<file path="config.mk">
export PLATFORM = sky130hd
export DESIGN_NAME = fifo_width_packer
export DESIGN_NICKNAME = d
export VERILOG_FILES = /design/src/rtl/fifo_width_packer.sv
export SDC_FILE = /design/constraint.sdc
export NUM_CORES = 1
export LEC_CHECK = 0
export BUFFER_PORTS_ARGS = -buffer_cell sky130_fd_sc_hd__buf_4
export CAP_MARGIN = 25
export CORE_ASPECT_RATIO = 0.7
export CORE_MARGIN = 4
export CORE_UTILIZATION = 50
export CTS_CLUSTER_DIAMETER = 120
export DETAILED_ROUTE_END_ITERATION = 10
export PLACE_DENSITY_LB_ADDON = 0.2
export SLEW_MARGIN = 0
export SYNTH_ARGS = -nofsm -noshare
export SYNTH_HDL_FRONTEND = slang
export SYNTH_SLANG_ARGS = --single-unit
</file>
<file path="constraint.sdc">
create_clock -name clk_read -period 2.14 [get_ports clk_read]
set_clock_uncertainty 0.2 [all_clocks]
set_input_delay 0 -clock clk_read [delete_from_list [all_inputs] [get_ports clk_read]]
set_output_delay 0 -clock clk_read [all_outputs]
set_load 0.005 [all_outputs]
</file>
<file path="src/rtl/fifo_width_packer.sv">
// Packs RATIO narrow words popped from a FWFT FIFO into one wide valid/ready beat,
// with packet framing (out_last every PKT_BEATS beats) and a flush that emits a partial beat.
module fifo_width_packer #(
  parameter int DATA_WIDTH = 8,
  parameter int RATIO      = 4,
  parameter int PKT_BEATS  = 16
) (
  input  logic                          clk_read,
  input  logic                          rst_n,
  input  logic                          fifo_empty,
  input  logic [DATA_WIDTH-1:0]         fifo_data,
  output logic                          fifo_read,
  input  logic                          flush,
  output logic [DATA_WIDTH*RATIO-1:0]   out_data,
  output logic [RATIO-1:0]              out_keep,
  output logic                          out_last,
  output logic                          out_valid,
  input  logic                          out_ready,
  output logic [$clog2(RATIO):0]        lane_cnt
);

  localparam int LW = $clog2(RATIO) + 1;
  localparam int CW = $clog2(PKT_BEATS + 1);
  localparam int BW = DATA_WIDTH * RATIO;

  typedef enum logic {
    S_FILL  = 1'b0,
    S_FLUSH = 1'b1
  } state_t;

  state_t                r_state;
  logic [DATA_WIDTH-1:0] r_acc [RATIO-1];
  logic [LW-1:0]         r_lane_cnt;
  logic [CW-1:0]         r_beat_cnt;
  logic                  r_flush_pend;
  logic [BW-1:0]         r_out_data;
  logic [RATIO-1:0]      r_out_keep;
  logic                  r_out_last;
  logic                  r_out_valid;

  logic                  w_out_free;
  logic                  w_pop;
  logic                  w_full_load;
  logic                  w_flush_req;
  logic                  w_pkt_end;
  logic [BW-1:0]         w_full_data;
  logic [BW-1:0]         w_flush_data;
  logic [RATIO-1:0]      w_flush_keep;

  assign w_out_free  = !r_out_valid || out_ready;
  // The last lane only needs the output register, so only it waits for out_free.
  assign w_pop       = !fifo_empty && (r_state == S_FILL) &&
                       ((r_lane_cnt < LW'(RATIO - 1)) || w_out_free);
  assign w_full_load = w_pop && (r_lane_cnt == LW'(RATIO - 1));
  assign w_flush_req = flush || r_flush_pend;
  assign w_pkt_end   = (r_beat_cnt == CW'(PKT_BEATS - 1));

  genvar gi;
  generate
    for (gi = 0; gi < RATIO - 1; gi++) begin : g_lane
      assign w_full_data[gi*DATA_WIDTH +: DATA_WIDTH]  = r_acc[gi];
      assign w_flush_keep[gi]                          = LW'(gi) < r_lane_cnt;
      assign w_flush_data[gi*DATA_WIDTH +: DATA_WIDTH] =
        w_flush_keep[gi] ? r_acc[gi] : '0;
    end
  endgenerate

  assign w_full_data[BW-1 -: DATA_WIDTH]  = fifo_data;
  assign w_flush_data[BW-1 -: DATA_WIDTH] = '0;
  assign w_flush_keep[RATIO-1]            = 1'b0;

  always_ff @(posedge clk_read or negedge rst_n) begin
    if (!rst_n) begin
      for (int i = 0; i < RATIO - 1; i++) r_acc[i] <= '0;
    end else begin
      for (int i = 0; i < RATIO - 1; i++) begin
        if (w_pop && (r_lane_cnt == LW'(i))) r_acc[i] <= fifo_data;
      end
    end
  end

  always_ff @(posedge clk_read or negedge rst_n) begin
    if (!rst_n) begin
      r_state      <= S_FILL;
      r_lane_cnt   <= '0;
      r_beat_cnt   <= '0;
      r_flush_pend <= 1'b0;
      r_out_data   <= '0;
      r_out_keep   <= '0;
      r_out_last   <= 1'b0;
      r_out_valid  <= 1'b0;
    end else begin
      if (w_pop && !w_full_load) r_lane_cnt <= r_lane_cnt + 1'b1;
      if (flush) r_flush_pend <= 1'b1;
      if (r_out_valid && out_ready) r_out_valid <= 1'b0;

      case (r_state)
        S_FILL: begin
          if (w_full_load) begin
            r_out_data  <= w_full_data;
            r_out_keep  <= '1;
            r_out_valid <= 1'b1;
            r_lane_cnt  <= '0;
            // A flush arriving with the completing word closes the packet on this beat.
            if (w_flush_req) begin
              r_out_last   <= 1'b1;
              r_beat_cnt   <= '0;
              r_flush_pend <= 1'b0;
            end else if (w_pkt_end) begin
              r_out_last <= 1'b1;
              r_beat_cnt <= '0;
            end else begin
              r_out_last <= 1'b0;
              r_beat_cnt <= r_beat_cnt + 1'b1;
            end
          end else if (r_flush_pend) begin
            if (r_lane_cnt == '0) begin
              if (!w_pop) begin
                r_beat_cnt   <= '0;
                r_flush_pend <= 1'b0;
              end
            end else begin
              r_state <= S_FLUSH;
            end
          end
        end
        S_FLUSH: begin
          if (w_out_free) begin
            r_out_data   <= w_flush_data;
            r_out_keep   <= w_flush_keep;
            r_out_last   <= 1'b1;
            r_out_valid  <= 1'b1;
            r_lane_cnt   <= '0;
            r_beat_cnt   <= '0;
            r_flush_pend <= 1'b0;
            r_state      <= S_FILL;
          end
        end
        default: r_state <= S_FILL;
      endcase
    end
  end

  assign fifo_read = w_pop;
  assign out_data  = r_out_data;
  assign out_keep  = r_out_keep;
  assign out_last  = r_out_last;
  assign out_valid = r_out_valid;
  assign lane_cnt  = r_lane_cnt;

endmodule

</file>
==> insert_results.sql, run 1 <==
INSERT INTO impl_metrics (metric_group, metric, value, unit) VALUES
('synth', 'postSynthCellCount', '259', ''),
('timing', 'timing.fmax', '0.492', 'GHz'),
('worst_hold_path', 'hold_path.class', 'input port to asynchronous set/reset pin', ''),
('global_route', 'grtUsageTotal', '19.9', '%'),
('drt', 'drt-initial-drc-count', '179', ''),
('synth', 'synthesis.yosys.warnings', '0', ''),
('critical_path', 'worstPathCellList', 'ha_1 -> ha_1 -> nor2b_2 -> o21ai_0 -> and3b_1 -> a221o_1', ''),
('global_route', 'grt_use_met1', '27.8', '%'),
('drt', 'drc_violations', '0', ''),
('clock_tree', 'clkSinkCount', '72', ''),
('critical_path', 'crit_buf_inv', '0', ''),
('clock_tree', 'clk_transition_reported_paths', '0.08', 'ns'),
('layout', 'final_cells', '418', ''),
('layout', 'drive_gt1_share', '35.6', '%'),
('global_route', 'largest_net_degree_at_the_start_of_global_routing', '73', ''),
('timing', 'timing.final.crit_share', '94.9', '%'),
('synth', 'synth_seq_cells', '72', ''),
('critical_path', 'crit_top_cell', 'ha_1', ''),
('critical_path', 'cp_slowest_cell', 'dfrtp_1', ''),
('critical_path', 'reg2reg_from', 'lane_cnt[0]', ''),
('clock_tree', 'clock_insertion_delay_at_the_later_pin_of_the_skew_report', '0.35', 'ns'),
('critical_path', 'capturing_element_type_of_the_critical_path', 'register', ''),
('power', 'max-vdd-ir-drop', '0.632', 'mV'),
('global_route', 'grt_first_pass_wirelength', '11200', 'um'),
('critical_path', 'r2r_setup_slack', '0.11', 'ns'),
('power', 'cellLeakagePower', '1.91', 'nW'),
('timing', 'layout_min_cycle_time', '2.03', 'ns'),
('timing', 'final-max-slew-violation-count', '0', ''),
('layout', 'antenna_cells_inserted', '0', ''),
('synth', 'async_reset_ff_share', '100', '%'),
('drt', 'postRouteWirelength', '6730', 'um'),
('die', 'pin_count', '55', ''),
('layout', 'mostFrequentLayoutCells', 'dfrtp_1, buf_4, nand2_1, mux2_2, o21ai_0', ''),
('synth', 'synth_top_flop_cell', 'dfrtp_1', ''),
('timing', 'report.final.setup_viol', '0', ''),
('synth', 'seq_area_frac_synth', '59.0', '%'),
('die', 'fp.dieH', '73.4', 'um'),
('clock_tree', 'cts-buffers-inserted', '9', ''),
('timing', 'final_critical_path_setup_slack', '0.108', 'ns'),
('critical_path', 'worst_ep_arrival_time', '2.06', 'ns'),
('layout', 'areaGrowthSynthToFinish', '29.0', '%'),
('global_route', 'gr-max-usage-layer', 'met2', ''),
('synth', 'synth_nets', '277', ''),
('drt', 'avgViaCountPerCell', '5.23', ''),
('clock_tree', 'cts-root-to-sink-buffers', '2', ''),
('drt', 'route.antenna.remaining_nets', '0', ''),
('die', 'core_region_area', '5810', 'sq um'),
('die', 'initial_core_util', '52.5', '%'),
('global_route', 'groute.layer.met3.usage', '6.07', '%'),
('synth', 'yosys.area.top_type', 'dfrtp_1', ''),
('place', 'dp_cells', '390', ''),
('drt', 'detailroute.via_count', '2186', ''),
('global_route', 'grt_util_met2', '30.4', '%'),
('layout', 'finish.utilization', '67.7', '%'),
('timing', 'final-hold-violation-count', '0', ''),
('synth', 'synth.top_cell.area_share', '59.0', '%'),
('power', 'report.power.total', '5.28', 'mW'),
('place', 'dp_hpwl', '4550', 'um'),
('global_route', 'grt_antenna_before_repair', '0', ''),
('synth', 'yosysUniqueCellTypes', '44', ''),
('synth', 'netlist_area', '3050', 'sq um'),
('run_status', 'run_status', 'complete, no violations', ''),
('die', 'number_of_placement_rows', '23', ''),
('critical_path', 'worst_path_dominant_cell_family', 'compound AO/OA/AOI/OAI gates', ''),
('place', 'portBuffers', '54', ''),
('synth', 'post_synth_main_area_contributors', 'dfrtp_1, mux2_2, nand2_1, o21ai_0, a22o_1', ''),
('drt', 'wire_per_inst', '16.1', 'um'),
('critical_path', 'cp.required', '2.17', 'ns'),
('die', 'design.die.area', '7440', 'sq um'),
('layout', 'fin_nets', '356', ''),
('clock_tree', 'post_cts.repair.setup_buffers', '0', '');
through the flow:
stage / area, sq um / setup TNS [ns]
final: 3940 / 0
after global routing: 3940 / -0.0107
after CTS: 3930 / 0
after detailed placement: 3630 / 0
after global placement: 3630 / 0
after floorplan: 3050 / 0
layout make-up:
class | count | area [sq um]
clock inverters | 6 | 43.8
flip-flops and latches | 72 | 1800
repair buffers | 79 | 661
clock buffers | 10 | 138
inverters | 5 | 18.8
well taps | 75 | 93.8
fillers | 453 | 1880
multi-input cells | 171 | 1180
report_power, final:
group	internal (mW)	leakage [nW]	switching, mW
Sequential	1.90	0.902	0.290
Combinational	1.10	0.919	1.02
Clock	0.456	0.0926	0.515
Total	3.46	1.91	1.82
how the worst max path moves through the flow:
| stage | start | slack (ns) | to | cells past startpoint |
|---|---|---|---|---|
| 5_1_grt | lane_cnt[0] | -0.01 | r_beat_cnt[2] | 6 |
| 6_report | lane_cnt[0] | 0.11 | r_beat_cnt[2] | 6 |
| 2_1_floorplan | lane_cnt[2] | 0.09 | out_data[18] | 8 |
| 4_1_cts | lane_cnt[0] | 0.05 | r_beat_cnt[4] | 7 |
| 3_3_place_gp | lane_cnt[0] | 0.17 | r_beat_cnt[2] | 6 |
| 3_5_place_dp | lane_cnt[0] | 0.09 | r_beat_cnt[4] | 7 |
sequential cells by signal, indices dropped and copies added, names as in the netlist:
signal        cells
r_state           1
lane_cnt          3
out_keep          4
r_beat_cnt        5
out_last          1
r_flush_pend      1
out_valid         1
r_acc            24
out_data         32
cells in the mapped netlist (2+ instances only):
cell,count
a22o_1,8
nand3b_1,2
o31ai_1,2
o21a_1,2
nor3_1,3
clkbuf_1,2
nand2_1,54
o21ai_0,19
buf_2,5
buf_6,2
buf_4,2
mux2_2,26
a211oi_1,2
nand3_1,10
ha_1,5
nand3_4,2
dfrtp_1,72
and3b_1,2
mux2i_1,2
nor2_1,7
o22ai_1,2
nand2b_1,3
inv_1,4
cells by family (layout without fill, tap and decap cells):
family	count (synthesis)	in the layout	synth area share [%]
adders and majority gates	5	5	2.05
xor gates and xnor gates	1	1	0.287
AOI/OAI and AO/OA	46	46	10.3
buffers and inverters	16	100	2.91
DFF	72	72	59.0
muxes	29	29	10.7
and+or+nand+nor	90	90	14.7
repair_timing:
action	CTS	global route
hold endpoints to repair	109	0
gates resized for setup	0	4
setup endpoints to repair	0	13
hold buffers	12	0
worst reg2reg max path, cell delays in order, from the launching register on:
cell,delay (ns)
dfrtp_1,0.38
ha_1,0.17
ha_1,0.25
nor2b_2,0.25
o21ai_0,0.12
and3b_1,0.21
a221o_1,0.34
metal layers:
layer  share of wire [%]  wire length (um)  vias up
li1                    -                 -     1062
met1                  47              3170     1054
met2                  46              3070       61
met3                 6.1               411        9
met4                 1.2                79        0
met5                   0                 0        -
Power figures use the tool's default switching activity.
==> run 2, diff against run 1 <==
--- a/config.mk
+++ b/config.mk
@@ -12,7 +12,7 @@
 export CORE_UTILIZATION = 50
 export CTS_CLUSTER_DIAMETER = 120
 export DETAILED_ROUTE_END_ITERATION = 10
-export PLACE_DENSITY_LB_ADDON = 0.2
+export PLACE_DENSITY = 0.76
 export SLEW_MARGIN = 0
 export SYNTH_ARGS = -nofsm -noshare
 export SYNTH_HDL_FRONTEND = slang
==> run 2 against run 1 <==
  * Hold slack better by 0.0044 ns
  * Non-clock buffer count fell by 2
  * Power rose by 3.3%
  * Via count up 0.50%
  * Die area stayed put
  * Sequential cell count is the same
  * Register-to-register slack improved by 0.05 ns
  * Critical endpoint is now out_keep[2]
  * Largest power group unchanged
  * Sequential power about the same
==> insert_results.sql, run 2 (synthesis gave the netlist of run 1 again) <==
INSERT INTO impl_metrics (metric_group, metric, value, unit) VALUES
('drt', 'detailedRoute.firstPassIterationCount', '4', ''),
('die', 'number_of_placement_rows', '23', ''),
('drt', 'route.antenna.remaining_nets', '0', ''),
('critical_path', 'capturing_element_type_of_the_critical_path', 'register', ''),
('power', 'cellLeakagePower', '1.92', 'nW'),
('timing', 'pin_slew_with_the_least_headroom_to_its_limit', '0.621', 'ns'),
('layout', 'fin_nets', '354', ''),
('drt', 'drt-initial-drc-count', '86', ''),
('clock_tree', 'clk_transition_reported_paths', '0.08', 'ns'),
('die', 'initial_core_util', '52.5', '%'),
('global_route', 'largest_net_degree_at_the_start_of_global_routing', '48', ''),
('drt', 'avgViaCountPerCell', '5.28', ''),
('die', 'fp.dieW', '101', 'um'),
('timing', 'max-slew-margin-rel', '58.6', '%'),
('place', 'place_area', '3590', 'sq um'),
('layout', 'drive_gt1_share', '34.9', '%'),
('drt', 'postRouteWirelength', '6590', 'um'),
('critical_path', 'r2r_setup_slack', '0.16', 'ns'),
('clock_tree', 'clock_insertion_delay_at_the_later_pin_of_the_skew_report', '0.34', 'ns'),
('place', 'final_weighted_congestion_in_routability_driven_placement', '0.835', ''),
('timing', 'fin_tns_setup', '0', 'ns'),
('worst_hold_path', 'hold_path.class', 'input port to asynchronous set/reset pin', ''),
('timing', 'final-max-slew-violation-count', '0', ''),
('run_status', 'run_status', 'complete, no violations', ''),
('timing', 'timing.final.crit_share', '92.6', '%'),
('place', 'dp_hpwl', '4640', 'um'),
('die', 'pin_count', '55', ''),
('die', 'fp.dieH', '73.4', 'um'),
('clock_tree', 'ctsHtreeMaxLevel', '3', ''),
('critical_path', 'crit_start', 'lane_cnt[0]', ''),
('critical_path', 'reg2regPathDepth', '5', ''),
('timing', 'final-hold-violation-count', '0', ''),
('drt', 'detailroute.via_count', '2197', ''),
('clock_tree', 'cts-buffers-inserted', '9', ''),
('layout', 'areaGrowthSynthToFinish', '29.3', '%'),
('critical_path', 'worst_ep_arrival_time', '2.01', 'ns'),
('drt', 'wire_per_inst', '15.8', 'um'),
('global_route', 'grt_first_pass_wirelength', '10900', 'um'),
('layout', 'antenna_cells_inserted', '0', ''),
('power', 'cell_pwr_density', '1380', 'nW/um^2'),
('critical_path', 'path_class', 'register to register', ''),
('run', 'max_cap_viol_count', '0', ''),
('drt', 'drc_violations', '0', ''),
('critical_path', 'cp.required', '2.17', 'ns'),
('critical_path', 'regToRegEndpoint', 'out_keep[2]', ''),
('timing', 'grt_setup_unrepaired', 'no', ''),
('layout', 'largest_register_ff_count', '32', ''),
('layout', 'finalInstanceArea', '3950', 'sq um'),
('timing', 'timing.fmax', '0.505', 'GHz'),
('timing', 'layout_min_cycle_time', '1.98', 'ns'),
('critical_path', 'worstSetupStartpointType', 'register', ''),
('global_route', 'number_of_global_route_vias_before_repair', '2092', ''),
('clock_tree', 'clkSinkCount', '72', ''),
('timing', 'report.final.setup_viol', '0', ''),
('critical_path', 'crit_path_end', 'out_keep[2]', ''),
('die', 'core_region_area', '5810', 'sq um'),
('clock_tree', 'post_cts.repair.setup_buffers', '0', ''),
('clock_tree', 'root_buffer', 'clkbuf_8', ''),
('layout', 'finish.utilization', '67.9', '%'),
('place', 'portBuffers', '54', ''),
('layout', 'filler_cell_count', '445', ''),
('clock_tree', 'tritoncts', 'done', ''),
('critical_path', 'reg2reg_from', 'lane_cnt[0]', ''),
('critical_path', 'critical_path.max_fanout', '5', ''),
('global_route', 'grt_antenna_before_repair', '0', ''),
('global_route', 'globalRouteOverflowTotal', '0', ''),
('clock_tree', 'cts-root-to-sink-buffers', '2', ''),
('layout', 'mostFrequentLayoutCells', 'dfrtp_1, buf_4, nand2_1, mux2_2, o21ai_0', ''),
('layout', 'mostFrequentLayoutCell', 'dfrtp_1', ''),
('power', 'max-vdd-ir-drop', '0.593', 'mV'),
('global_route', 'grtUsageTotal', '19.3', '%'),
('die', 'design.die.area', '7440', 'sq um');
[run 2: changes by cell type in the layout (fill, tap and decap cells not counted), sizes merged]
cell	delta
clkbuf	-1
bufinv	+2
buf	-2
clkinv	-1
[run 2: area by class of cell]
cell class	instances	area, sq um	share of cell area, %
clock buffers	9	124	3.14
multi-input cells	171	1180	29.9
repair buffers	77	633	16.0
inverters	5	18.8	0.476
flip-flops and latches	72	1800	45.7
clock inverters	7	95.1	2.41
well taps	75	93.8	2.38
[run 2: metal layers]
metal  share of wire (%)  track usage [%]  wire length, um
met1                  48             28.4             3130
met2                  44             27.8             2890
met3                 7.6             5.88              503
met4                0.91             5.31               60
met5                   0                0                0
[run 2: power by group]
part	internal [mW]	switching (mW)
registers	1.90	0.298
clock network	0.658	0.509
logic	1.07	1.01
total	3.64	1.82
[run 2: worst max-delay path: stages, from the launching register on]
cell	delay, ns
dfrtp_1	0.36
ha_1	0.15
ha_1	0.22
nor2b_1	0.26
o22a_1	0.32
mux2_2	0.36
[run 2: through the flow]
stage          power [mW]  setup WS [ns]  std cells  hold WS (ns)
2_1_floorplan        3.37         0.0896        259        -0.496
3_3_place_gp         4.23          0.150        388        -0.149
3_5_place_dp         4.30         0.0982        388        -0.143
4_1_cts              5.49         0.0812        416        0.0281
5_1_grt              5.86         0.0349        416        0.0470
6_report             5.46          0.159        416       0.00756
[run 2: repair_timing]
action | CTS | global route
hold buffers | 12 | 0
endpoints found under the hold margin | 109 | 0
endpoints found under the setup margin | 0 | 3
resized for setup | 0 | 3
[run 2: worst min-delay path by stage]
stage / startpoint / to / cells past startpoint
2_1_floorplan: rst_n / lane_cnt[0] / 0
3_3_place_gp: rst_n / out_data[7] / 1
3_5_place_dp: rst_n / out_data[5] / 1
4_1_cts: rst_n / out_data[5] / 2
5_1_grt: rst_n / out_data[7] / 2
6_report: rst_n / out_data[7] / 2
==> run 3, diff against run 2 <==
--- a/config.mk
+++ b/config.mk
@@ -8,7 +8,6 @@
 export BUFFER_PORTS_ARGS = -buffer_cell sky130_fd_sc_hd__buf_4
 export CAP_MARGIN = 25
 export CORE_ASPECT_RATIO = 0.7
-export CORE_MARGIN = 4
 export CORE_UTILIZATION = 50
 export CTS_CLUSTER_DIAMETER = 120
 export DETAILED_ROUTE_END_ITERATION = 10
==> run 3 against run 2 <==
  * Critical path type unchanged
  * Die area decreased by 14%
  * Critical path depth unchanged
  * Setup slack got worse by 0.031 ns
  * First-iteration DRC count increased by 9.3%
  * Largest cell class unchanged
  * Final cell count decreased by 0.24%
  * Largest power group unchanged
  * Critical endpoint is now out_keep[1]
==> insert_results.sql, run 3 (synthesis gave the netlist of run 1 again) <==
INSERT INTO impl_metrics (metric_group, metric, value, unit) VALUES
('clock_tree', 'ctsHtreeMaxLevel', '3', ''),
('power', 'max-vdd-ir-drop', '0.614', 'mV'),
('timing', 'timing.final.crit_share', '94.1', '%'),
('run', 'max_cap_viol_count', '0', ''),
('timing', 'final_critical_path_setup_slack', '0.127', 'ns'),
('critical_path', 'cp_slowest_cell', 'mux2_2', ''),
('drt', 'postRouteWirelength', '6640', 'um'),
('power', 'cell_pwr_density', '1390', 'nW/um^2'),
('drt', 'detailedRoute.firstPassIterationCount', '4', ''),
('timing', 'layout_min_cycle_time', '2.01', 'ns'),
('global_route', 'globalRouteOverflowTotal', '0', ''),
('layout', 'drive_gt1_share', '34.7', '%'),
('die', 'design.die.area', '6420', 'sq um'),
('layout', 'finish.utilization', '67.7', '%'),
('timing', 'fin_tns_setup', '0', 'ns'),
('layout', 'mostFrequentLayoutCell', 'dfrtp_1', ''),
('critical_path', 'critical_path.max_stage_delay', '0.38', 'ns'),
('die', 'pin_count', '55', ''),
('layout', 'largest_register_ff_count', '32', ''),
('drt', 'wire_per_inst', '16.0', 'um'),
('timing', 'timing.fmax', '0.497', 'GHz'),
('die', 'core_region_area', '5810', 'sq um'),
('place', 'portBuffers', '54', ''),
('global_route', 'grtUsageTotal', '22.6', '%'),
('layout', 'filler_cell_count', '447', ''),
('timing', 'grt_setup_unrepaired', 'no', ''),
('drt', 'drc_violations', '0', ''),
('timing', 'pin_slew_with_the_least_headroom_to_its_limit', '0.891', 'ns'),
('critical_path', 'r2r_setup_slack', '0.13', 'ns'),
('global_route', 'grt_antenna_before_repair', '0', ''),
('layout', 'areaGrowthSynthToFinish', '29.0', '%'),
('clock_tree', 'clock_insertion_delay_at_the_later_pin_of_the_skew_report', '0.34', 'ns'),
('power', 'cellLeakagePower', '1.91', 'nW'),
('die', 'fp.dieW', '95.4', 'um'),
('critical_path', 'capturing_element_type_of_the_critical_path', 'register', ''),
('clock_tree', 'post_cts.repair.setup_buffers', '0', ''),
('drt', 'route.antenna.remaining_nets', '0', ''),
('die', 'initial_core_util', '52.5', '%'),
('layout', 'antenna_cells_inserted', '0', ''),
('clock_tree', 'root_buffer', 'clkbuf_8', ''),
('drt', 'avgViaCountPerCell', '5.42', ''),
('run_status', 'run_status', 'complete, no violations', ''),
('critical_path', 'regToRegEndpoint', 'out_keep[1]', ''),
('drt', 'drt-initial-drc-count', '94', ''),
('critical_path', 'path_class', 'register to register', ''),
('place', 'dp_hpwl', '4430', 'um'),
('critical_path', 'crit_top_cell', 'ha_1', ''),
('place', 'final_weighted_congestion_in_routability_driven_placement', '0.865', ''),
('critical_path', 'worst_path_dominant_cell_family', 'multiplexers', ''),
('clock_tree', 'cts-buffers-inserted', '9', ''),
('clock_tree', 'clkSinkCount', '72', ''),
('critical_path', 'worst_ep_arrival_time', '2.04', 'ns'),
('layout', 'fin_nets', '353', ''),
('critical_path', 'worstPathCellList', 'ha_1 -> ha_1 -> nor2b_1 -> o22a_1 -> mux2_2', ''),
('timing', 'final-hold-violation-count', '0', ''),
('critical_path', 'critical_path.max_fanout', '5', ''),
('critical_path', 'worstSetupStartpointType', 'register', ''),
('critical_path', 'cp.required', '2.17', 'ns'),
('power', 'report.power.total', '5.49', 'mW'),
('die', 'fp.dieH', '67.4', 'um'),
('global_route', 'grt_first_pass_wirelength', '10500', 'um'),
('worst_hold_path', 'hold_path.class', 'input port to asynchronous set/reset pin', ''),
('timing', 'max-slew-margin-rel', '40.6', '%'),
('clock_tree', 'tritoncts', 'done', ''),
('layout', 'mostFrequentLayoutCells', 'dfrtp_1, buf_4, nand2_1, mux2_2, o21ai_0', ''),
('critical_path', 'crit_buf_inv', '0', ''),
('global_route', 'number_of_global_route_vias_before_repair', '2188', ''),
('critical_path', 'reg2regPathDepth', '5', ''),
('place', 'pre_cts_slack', '0.0601', 'ns'),
('timing', 'final-max-slew-violation-count', '0', ''),
('die', 'number_of_placement_rows', '23', ''),
('timing', 'report.final.setup_viol', '0', ''),
('global_route', 'largest_net_degree_at_the_start_of_global_routing', '73', ''),
('critical_path', 'reg2reg_from', 'lane_cnt[0]', ''),
('clock_tree', 'cts-root-to-sink-buffers', '2', ''),
('clock_tree', 'clk_transition_reported_paths', '0.08', 'ns'),
('drt', 'detailroute.via_count', '2249', '');
## run 3: changes by cell type in the layout (fill, tap and decap cells not counted)
cell        previous run  this run
inv_2                  1         0
clkinvlp_4             1         2
clkinv_4               1         0
clkinv_2               2         0
clkbuf_8               9        13
bufinv_16              2         1
buf_12                 2         1
## run 3: area by class of cell
cell class | count | area, sq um | share of cell area (%)
clock buffer | 13 | 179 | 4.55
clock inverter | 3 | 46.3 | 1.18
inverter | 5 | 22.5 | 0.572
multi-input combinational | 171 | 1180 | 30.0
sequential | 72 | 1800 | 45.8
tap | 75 | 93.8 | 2.38
timing repair buffer | 76 | 613 | 15.6
## run 3: per-layer routing
metal | routed length [um] | vias up | global-route usage, %
li1 | - | 1059 | -
met1 | 2970 | 1093 | 29.2
met2 | 3120 | 84 | 36.6
met3 | 464 | 13 | 6.87
met4 | 81 | 0 | 7.65
met5 | 0 | - | 0
## run 3: worst reg2reg max path: cells and delay by family (launching register included)
family	cells	cell delay (ns)
muxes	1	0.38
adders and majority gates	2	0.36
DFF	1	0.35
AOI/OAI and AO/OA	1	0.35
and+or+nand+nor	1	0.26
## run 3: stage by stage
step / cells / area (sq um) / hold WS (ns)
final: 415 / 3940 / 0.135
after detailed placement: 387 / 3570 / -0.0218
after global routing: 415 / 3940 / 0.217
after floorplan: 259 / 3050 / -0.496
after CTS: 415 / 3920 / 0.151
after global placement: 387 / 3570 / -0.0264
## run 3: how the worst max path moves through the flow
stage | slack (ns) | to | cells after the start | start
2_1_floorplan | 0.09 | out_data[18] | 8 | lane_cnt[2]
3_3_place_gp | 0.19 | r_beat_cnt[4] | 7 | lane_cnt[0]
3_5_place_dp | 0.06 | r_beat_cnt[4] | 7 | lane_cnt[0]
4_1_cts | 0.02 | r_beat_cnt[4] | 7 | lane_cnt[0]
5_1_grt | 0.01 | r_beat_cnt[4] | 7 | lane_cnt[1]
6_report | 0.13 | out_keep[1] | 5 | lane_cnt[0]
## run 3: timing repair
action	CTS	global route
hold endpoints to repair	107	0
setup endpoints to repair	0	5
resized for setup	0	3
hold buffers	12	0
## run 3: power breakdown
| part | switching [mW] | internal, mW |
|---|---|---|
| Clock | 0.509 | 0.670 |
| Sequential | 0.295 | 1.90 |
| Combinational | 1.03 | 1.08 |
| Total | 1.83 | 3.65 |
